--- src/rtl/cart_mem_arb_if.sv ---
// Bundled CPU, loader and memory-port signals of the cartridge memory arbiter.
// The slave modport is the arbiter's view. The master modport is the environment's view.
interface cart_mem_arb_if #(
    parameter int unsigned AW = 17
);
    logic [AW-1:0] cpu_a;
    logic          cpu_rd;
    logic [7:0]    cpu_db;
    logic          cpu_rdy;
    logic          dl_active;
    logic          dl_req;
    logic [AW-1:0] dl_a;
    logic [7:0]    dl_d;
    logic          dl_ack;
    logic [AW-1:0] mem_a;
    logic [7:0]    mem_di;
    logic [7:0]    mem_do;
    logic          mem_rd;
    logic          mem_wr;
    logic          mem_rdy;

    modport slave (
        input  cpu_a, cpu_rd, dl_active, dl_req, dl_a, dl_d, mem_do, mem_rdy,
        output cpu_db, cpu_rdy, dl_ack, mem_a, mem_di, mem_rd, mem_wr
    );

    modport master (
        output cpu_a, cpu_rd, dl_active, dl_req, dl_a, dl_d, mem_do, mem_rdy,
        input  cpu_db, cpu_rdy, dl_ack, mem_a, mem_di, mem_rd, mem_wr
    );
endinterface

--- src/rtl/cart_mem_arb.sv ---
// Arbitrates one fixed-latency cartridge memory port between CPU reads (priority) and
// loader writes. It also derives the cartridge mirror mask from the downloaded image size.
module cart_mem_arb #(
    parameter int unsigned AW  = 17,
    parameter int unsigned LAT = 2
) (
    input  logic                i_clk,
    input  logic                i_rst,
    cart_mem_arb_if.slave       bus
);
    typedef enum logic [1:0] {StIdle, StRd, StRdWait, StWr} state_t;

    localparam logic [2:0] LatM1 = 3'(LAT - 1);

    state_t        r_state, w_state_d;
    logic          r_cpu_pend, w_cpu_pend_d;
    logic [AW-1:0] r_cpu_addr, w_cpu_addr;
    logic [2:0]    r_cnt, w_cnt_d;
    logic [AW-1:0] r_mem_a, w_mem_a_d;
    logic [7:0]    r_mem_di, w_mem_di_d;
    logic [7:0]    r_cpu_db, w_cpu_db_d;
    logic          r_cpu_rdy, w_cpu_rdy_d;
    logic          r_dl_active;
    logic [AW-1:0] r_acc, w_acc_d;
    logic [AW-1:0] w_mask;
    logic          w_pend;
    logic          w_dl_ack;
    logic          w_mem_rd;
    logic          w_mem_wr;

    // Fill every bit below the highest set accumulator bit.
    always_comb begin
        w_mask = '0;
        for (int i = 0; i < int'(AW); i++) begin
            w_mask[i] = |(r_acc >> i);
        end
    end

    // A CPU_RD in this very cycle counts as pending, so IDLE issues MEM_RD one cycle later.
    always_comb begin
        w_pend     = r_cpu_pend | bus.cpu_rd;
        w_cpu_addr = bus.cpu_rd ? (bus.cpu_a & w_mask) : r_cpu_addr;
    end

    always_comb begin
        w_state_d    = r_state;
        w_cpu_pend_d = w_pend;
        w_cnt_d      = r_cnt;
        w_mem_a_d    = r_mem_a;
        w_mem_di_d   = r_mem_di;
        w_cpu_db_d   = r_cpu_db;
        w_cpu_rdy_d  = 1'b0;
        w_dl_ack     = 1'b0;
        w_mem_rd     = 1'b0;
        w_mem_wr     = 1'b0;
        unique case (r_state)
            StIdle: begin
                if (w_pend) begin
                    w_cpu_pend_d = 1'b0;
                    if (bus.dl_active) begin
                        w_cpu_db_d  = 8'hFF;
                        w_cpu_rdy_d = 1'b1;
                    end else begin
                        w_state_d = StRd;
                        w_mem_a_d = w_cpu_addr;
                    end
                end else if (bus.dl_req) begin
                    w_state_d  = StWr;
                    w_mem_a_d  = bus.dl_a;
                    w_mem_di_d = bus.dl_d;
                end
            end
            StRd: begin
                w_mem_rd = 1'b1;
                if (bus.mem_rdy) begin
                    w_state_d = StRdWait;
                    w_cnt_d   = LatM1;
                end
            end
            StRdWait: begin
                if (r_cnt == 3'd0) begin
                    w_cpu_db_d  = bus.mem_do;
                    w_cpu_rdy_d = 1'b1;
                    w_state_d   = StIdle;
                end else begin
                    w_cnt_d = r_cnt - 3'd1;
                end
            end
            StWr: begin
                w_mem_wr = 1'b1;
                if (bus.mem_rdy) begin
                    w_dl_ack  = 1'b1;
                    w_state_d = StIdle;
                end
            end
            default: w_state_d = StIdle;
        endcase
    end

    always_comb begin
        w_acc_d = (bus.dl_active && !r_dl_active) ? '0 : r_acc;
        if (w_dl_ack) begin
            w_acc_d = w_acc_d | r_mem_a;
        end
    end

    always_ff @(posedge i_clk) begin
        if (i_rst) begin
            r_state     <= StIdle;
            r_cpu_pend  <= 1'b0;
            r_cpu_addr  <= '0;
            r_cnt       <= '0;
            r_mem_a     <= '0;
            r_mem_di    <= '0;
            r_cpu_db    <= 8'hFF;
            r_cpu_rdy   <= 1'b0;
            r_dl_active <= 1'b0;
            r_acc       <= '1;
        end else begin
            r_state     <= w_state_d;
            r_cpu_pend  <= w_cpu_pend_d;
            r_cpu_addr  <= w_cpu_addr;
            r_cnt       <= w_cnt_d;
            r_mem_a     <= w_mem_a_d;
            r_mem_di    <= w_mem_di_d;
            r_cpu_db    <= w_cpu_db_d;
            r_cpu_rdy   <= w_cpu_rdy_d;
            r_dl_active <= bus.dl_active;
            r_acc       <= w_acc_d;
        end
    end

    assign bus.cpu_db  = r_cpu_db;
    assign bus.cpu_rdy = r_cpu_rdy;
    assign bus.dl_ack  = w_dl_ack;
    assign bus.mem_a   = r_mem_a;
    assign bus.mem_di  = r_mem_di;
    assign bus.mem_rd  = w_mem_rd;
    assign bus.mem_wr  = w_mem_wr;
endmodule

--- src/flat_wrapper.sv ---
// flat-port wrapper written by rule: the top's interface ports become plain ports
module cart_mem_arb_flat 
#(
    parameter int unsigned AW  = 17,
    parameter int unsigned LAT = 2
)
  (i_clk, i_rst, bus_cpu_a, bus_cpu_rd, bus_dl_active, bus_dl_req, bus_dl_a, bus_dl_d, bus_mem_do, bus_mem_rdy, bus_cpu_db, bus_cpu_rdy, bus_dl_ack, bus_mem_a, bus_mem_di, bus_mem_rd, bus_mem_wr);
  cart_mem_arb_if #(.AW(AW)) bus_i ();
  input  logic i_clk;
  input  logic i_rst;
  input wire logic [$bits(bus_i.cpu_a)-1:0] bus_cpu_a;
  input wire logic [$bits(bus_i.cpu_rd)-1:0] bus_cpu_rd;
  input wire logic [$bits(bus_i.dl_active)-1:0] bus_dl_active;
  input wire logic [$bits(bus_i.dl_req)-1:0] bus_dl_req;
  input wire logic [$bits(bus_i.dl_a)-1:0] bus_dl_a;
  input wire logic [$bits(bus_i.dl_d)-1:0] bus_dl_d;
  input wire logic [$bits(bus_i.mem_do)-1:0] bus_mem_do;
  input wire logic [$bits(bus_i.mem_rdy)-1:0] bus_mem_rdy;
  output wire logic [$bits(bus_i.cpu_db)-1:0] bus_cpu_db;
  output wire logic [$bits(bus_i.cpu_rdy)-1:0] bus_cpu_rdy;
  output wire logic [$bits(bus_i.dl_ack)-1:0] bus_dl_ack;
  output wire logic [$bits(bus_i.mem_a)-1:0] bus_mem_a;
  output wire logic [$bits(bus_i.mem_di)-1:0] bus_mem_di;
  output wire logic [$bits(bus_i.mem_rd)-1:0] bus_mem_rd;
  output wire logic [$bits(bus_i.mem_wr)-1:0] bus_mem_wr;
  assign bus_i.cpu_a = bus_cpu_a;
  assign bus_i.cpu_rd = bus_cpu_rd;
  assign bus_i.dl_active = bus_dl_active;
  assign bus_i.dl_req = bus_dl_req;
  assign bus_i.dl_a = bus_dl_a;
  assign bus_i.dl_d = bus_dl_d;
  assign bus_i.mem_do = bus_mem_do;
  assign bus_i.mem_rdy = bus_mem_rdy;
  assign bus_cpu_db = bus_i.cpu_db;
  assign bus_cpu_rdy = bus_i.cpu_rdy;
  assign bus_dl_ack = bus_i.dl_ack;
  assign bus_mem_a = bus_i.mem_a;
  assign bus_mem_di = bus_i.mem_di;
  assign bus_mem_rd = bus_i.mem_rd;
  assign bus_mem_wr = bus_i.mem_wr;
  cart_mem_arb #(.AW(AW), .LAT(LAT)) u_core (.i_clk(i_clk), .i_rst(i_rst), .bus(bus_i));
endmodule
--- config.mk ---
export PLATFORM = sky130hd
export DESIGN_NAME = cart_mem_arb_flat
export DESIGN_NICKNAME = d
export VERILOG_FILES = /design/src/rtl/cart_mem_arb_if.sv /design/src/rtl/cart_mem_arb.sv /design/src/flat_wrapper.sv
export SDC_FILE = /design/constraint.sdc
export NUM_CORES = 1
export LEC_CHECK = 0
export ABC_AREA = 1
export CORE_AREA = 5 5 74 110
export DETAILED_ROUTE_END_ITERATION = 12
export DIE_AREA = 0 0 79 115
export GPL_TIMING_DRIVEN = 0
export PLACE_DENSITY = 0.78
export SYNTH_ARGS = -nofsm -noshare
export SYNTH_HDL_FRONTEND = slang
export SYNTH_SLANG_ARGS = --single-unit
--- constraint.sdc ---
create_clock -name i_clk -period 1.6 [get_ports i_clk]
set_input_delay 0.16 -clock i_clk [delete_from_list [all_inputs] [get_ports i_clk]]
set_output_delay 0.16 -clock i_clk [all_outputs]
set_load 0.01 [all_outputs]
==> results by stage <==
Clocking:
- TritonCTS built the clock tree.
- The clock latency on the worst-skew pair is 0.35 ns.
- The maximum level of the CTS H-tree is 3.
- Buffers inserted during clock tree synthesis total 9.
- After clock tree synthesis, the clock-pin slew on the worst setup and hold paths is 0.08 ns.
- The quantity of hold-fixing buffers added after cts is 0.
- The cell sitting at the root of the clock tree is a sky130_fd_sc_hd__clkbuf_8.
- The clock sink count is between 70 and 80.
- Counting along the longest clock path gives a buffer depth of 2.

Global routing:
- The total track usage is 21.6%.
- Global routing used about 4.8% of the available met3 tracks.
- Global routing used 38.5% of the available met2 tracks.
- The global-route met1 utilization is 22.1%.
- The initial antenna violation count came to 0.
- The global routing stage identified its most utilized layer as met2.
- After global routing the overflow that remains totals 0.
- The global-route wire length before repair is 15.2 mm.
- The number of global-route vias before repair is around 3,300.
- The maximum number of pins on one net before global-route repair is 13.

Logic synthesis:
- The mapped netlist covers 3290 um2.
- The unique cell type count in the Yosys netlist is 29.
- The number of synthesis warnings is 0.
- The flip-flop and latch count after synthesis is 75.
- A synthesized cell averages a little over 7 um2.
- The share of the Yosys chip area taken by registers is 45.7%.
- In the synthesized netlist, the number of instances is 459.
- The number of nets in the synthesized netlist is 517.

Timing:
- The worst setup skew after layout is approximately 0.0071 ns.
- For the pin with the worst max-slew slack, the measured transition is 0.518 ns.
- The number of max-slew violations in the final report is 0.
- The clock period minus worst slack is 1.49 ns.
- Static timing analysis puts the maximum clock frequency at 670 MHz.
- The final-report hold violation count was 0.
- Final hold analysis gives a worst-case slack of 0.137 ns.
- Headroom to the max-slew limit came out at 65.4%.
- For the final routed database, the setup TNS stands at 0 ns.
- Setup repair after global routing could not meet its margin everywhere.
- The number of failing setup endpoints in the final timing report is 0.
- The fraction of the cycle the final worst path needs is between 90% and 100%.
- The worst path setup slack after routing is 0.107 ns.

Routing:
- In the routed design, unresolved DRC markers number 0.
- The final layout contains routed wiring with a total length of 9.53 mm.
- The number of vias per cell after detailed routing is 5.17.
- The detailed router's first-iteration violation count is 239.
- The count of vias placed by the detailed router is 3,341.
- The post-detailed-route wirelength per cell is between 10 and 15 um.
- The first detailed-routing pass ran for 5 iterations.
- The remaining antenna violation count after routing is 0.

Floorplanning:
- The boundary pin count is between 90 and 100.
- The number of placement rows is 38.
- The horizontal extent of the die is 79 um.
- The effective utilization at floorplan is 46.4%.
- The height of the die is 115 um.
- The area of the die is 9090 um2.
- The core box area is 7080 um2.

Placement:
- The pre-CTS worst setup slack is -0.441 ns.
- The placed cell area is 4290 um2.
- The weighted congestion at the end of routability-driven global placement is ~0.9.
- The number of port buffers is 90.
- Detailed placement finished with a half-perimeter wire length of 7.12 mm.

Worst setup path:
- The largest fanout on the critical path is 4.
- Data on the critical path is required at its endpoint by roughly 1.8 ns.
- The data arrival time of the critical path is about 1.7 ns.
- The signal on the critical path passes through inv_1 -> ha_1 -> inv_1 -> o21ai_0 -> nand2_1 -> o21ai_0 -> nor2_1.
- The slowest stage of the critical path is the sky130_fd_sc_hd__o21ai_0 cell.
- The capturing instance or port of the critical path is u_core.r_cnt[1].
- The worst register-to-register path begins at u_core.r_cnt[0].
- The number of cells on the critical path is 7.
- The worst register-to-register path has a setup slack of 0.11 ns.
- The cell family with the largest share of critical-path delay is compound AO/OA/AOI/OAI gates.
- The class of the most critical setup path is register to register.
- The worst setup path is launched from a register.
- STA classifies the critical path endpoint as a register.
- The most critical setup path has its startpoint at u_core.r_cnt[0].
- The depth of the worst register-to-register path is 7.
- In this run the critical register-to-register path is captured at u_core.r_cnt[1].
- The combined buffer and inverter count along the critical path is 2.
- In this design, the stage delay of the slowest critical-path cell is between 0.3 and 0.4 ns.

Power:
- VDD sags by at most around 0.00067 V.
- Dividing total power by cell area gives a power density of 1120 nW/um2.
- In this run the static leakage power is a little over 2 nW.

Layout:
- The final cell utilization of the core is 63.6%.
- From synthesis to final layout, the design area changed by 37.2%.
- The share of layout cells above drive strength 1 is under 10%.
- The net count of the finished layout is 619.
- The post-route cell area is 4510 um2.
- The count of inserted antenna diode cells is 0.

Flow run:
- Across the run, the number of max-cap violations was 0.

Min path:
- The hold-critical path depth is 2.
- The class of the most critical hold timing path is input port to register.

Status:
- The run finished with clean final reports.
[registers in the layout (all words and copies together) (netlist names)]
signal,cells
u_core.r_dl_active,1
u_core.bus.cpu_db,8
u_core.r_acc,17
u_core.r_cpu_pend,1
u_core.r_state,2
u_core.bus.mem_di,8
u_core.r_cnt,3
u_core.r_cpu_addr,17
u_core.bus.mem_a,17
u_core.bus.cpu_rdy,1
[Yosys cell counts, drive strengths merged]
cell | n | area [um2]
ha | 2 | 25.0
nand3 | 26 | 130
or2 | 2 | 12.5
clkinv | 1 | 3.75
dfxtp | 75 | 1500
buf | 15 | 106
o21bai | 2 | 15.0
nor3 | 1 | 5.00
nand3b | 1 | 7.51
inv | 53 | 199
a21oi | 55 | 287
nand2 | 135 | 517
clkbuf | 6 | 22.5
a22oi | 17 | 128
a31oi | 1 | 6.26
nor2 | 40 | 179
o21ai | 26 | 134
a211oi | 1 | 7.51
[report_power, final]
group / switching [mW] / internal, mW
Clock: 0.695 / 0.804
Sequential: 0.154 / 2.09
Combinational: 0.677 / 0.633
[per-stage QoR]
step | instances | power, mW
floorplan | 459 | 2.97
global placement | 629 | 3.56
detailed placement | 629 | 3.59
CTS | 646 | 5.07
global route | 646 | 5.33
finish | 646 | 5.05
[metal layers]
metal  routed length, um  vias up
met5                   0        -
met4                 437        0
met3                 618       27
met2                4930      111
met1                3540     1525
li1                    -     1678
[cells in the final DEF (no fill, tap or decap), types with 2 or more instances in the layout]
| cell type | synthesis | routed |
|---|---|---|
| sky130_fd_sc_hd__a21oi_1 | 52 | 52 |
| sky130_fd_sc_hd__a21oi_2 | 3 | 3 |
| sky130_fd_sc_hd__a22oi_1 | 17 | 17 |
| sky130_fd_sc_hd__buf_1 | 2 | 2 |
| sky130_fd_sc_hd__buf_2 | 7 | 7 |
| sky130_fd_sc_hd__buf_4 | 1 | 2 |
| sky130_fd_sc_hd__buf_6 | 5 | 5 |
| sky130_fd_sc_hd__clkbuf_1 | 6 | 7 |
| sky130_fd_sc_hd__clkbuf_8 | 0 | 11 |
| sky130_fd_sc_hd__clkdlybuf4s50_1 | 0 | 87 |
| sky130_fd_sc_hd__clkinv_2 | 0 | 2 |
| sky130_fd_sc_hd__dfxtp_1 | 75 | 73 |
| sky130_fd_sc_hd__dfxtp_2 | 0 | 2 |
| sky130_fd_sc_hd__dlygate4sd2_1 | 0 | 2 |
| sky130_fd_sc_hd__ha_1 | 2 | 2 |
| sky130_fd_sc_hd__inv_1 | 51 | 51 |
| sky130_fd_sc_hd__inv_2 | 2 | 2 |
| sky130_fd_sc_hd__nand2_1 | 133 | 133 |
| sky130_fd_sc_hd__nand3_1 | 26 | 26 |
| sky130_fd_sc_hd__nor2_1 | 36 | 34 |
| sky130_fd_sc_hd__nor2_2 | 2 | 2 |
| sky130_fd_sc_hd__nor2_4 | 1 | 3 |
| sky130_fd_sc_hd__o21ai_0 | 25 | 25 |
| sky130_fd_sc_hd__o21bai_1 | 2 | 2 |
| sky130_fd_sc_hd__or2_2 | 2 | 2 |
[cell type report]
class,count,area (um2)
Buffer,21,129
Clock buffer,12,155
Clock inverter,4,48.8
Fill cell,684,2580
Inverter,54,203
Multi-Input combinational cell,309,1470
Sequential cell,75,1500
Tap cell,80,100
Timing Repair Buffer,91,901
[how the worst min path moves through the flow]
stage / start / endpoint
global placement: u_core.bus.mem_di[5] / u_core.bus.mem_di[5]
global route: i_rst / u_core.r_state[0]
detailed placement: u_core.bus.mem_di[6] / u_core.bus.mem_di[6]
CTS: i_rst / u_core.r_state[0]
floorplan: bus_dl_active / u_core.r_dl_active
finish: i_rst / u_core.r_state[0]
[repair_timing]
item,4_1_cts,5_1_grt
buffers inserted,1,0
pin swaps,1,0
gates resized for setup,7,4
setup endpoints to repair,3,9
[cell families (layout without fill, tap and decap cells)]
kind of cell               Yosys count  after routing  synth area share [%]
and+or+nand+nor                    205            205                  25.9
AOI/OAI and AO/OA                  102            102                  17.6
DFF                                 75             75                  45.7
buffers and inverters               75            182                  10.1
adders and majority gates            2              2                 0.761
Power figures use the tool's default switching activity.
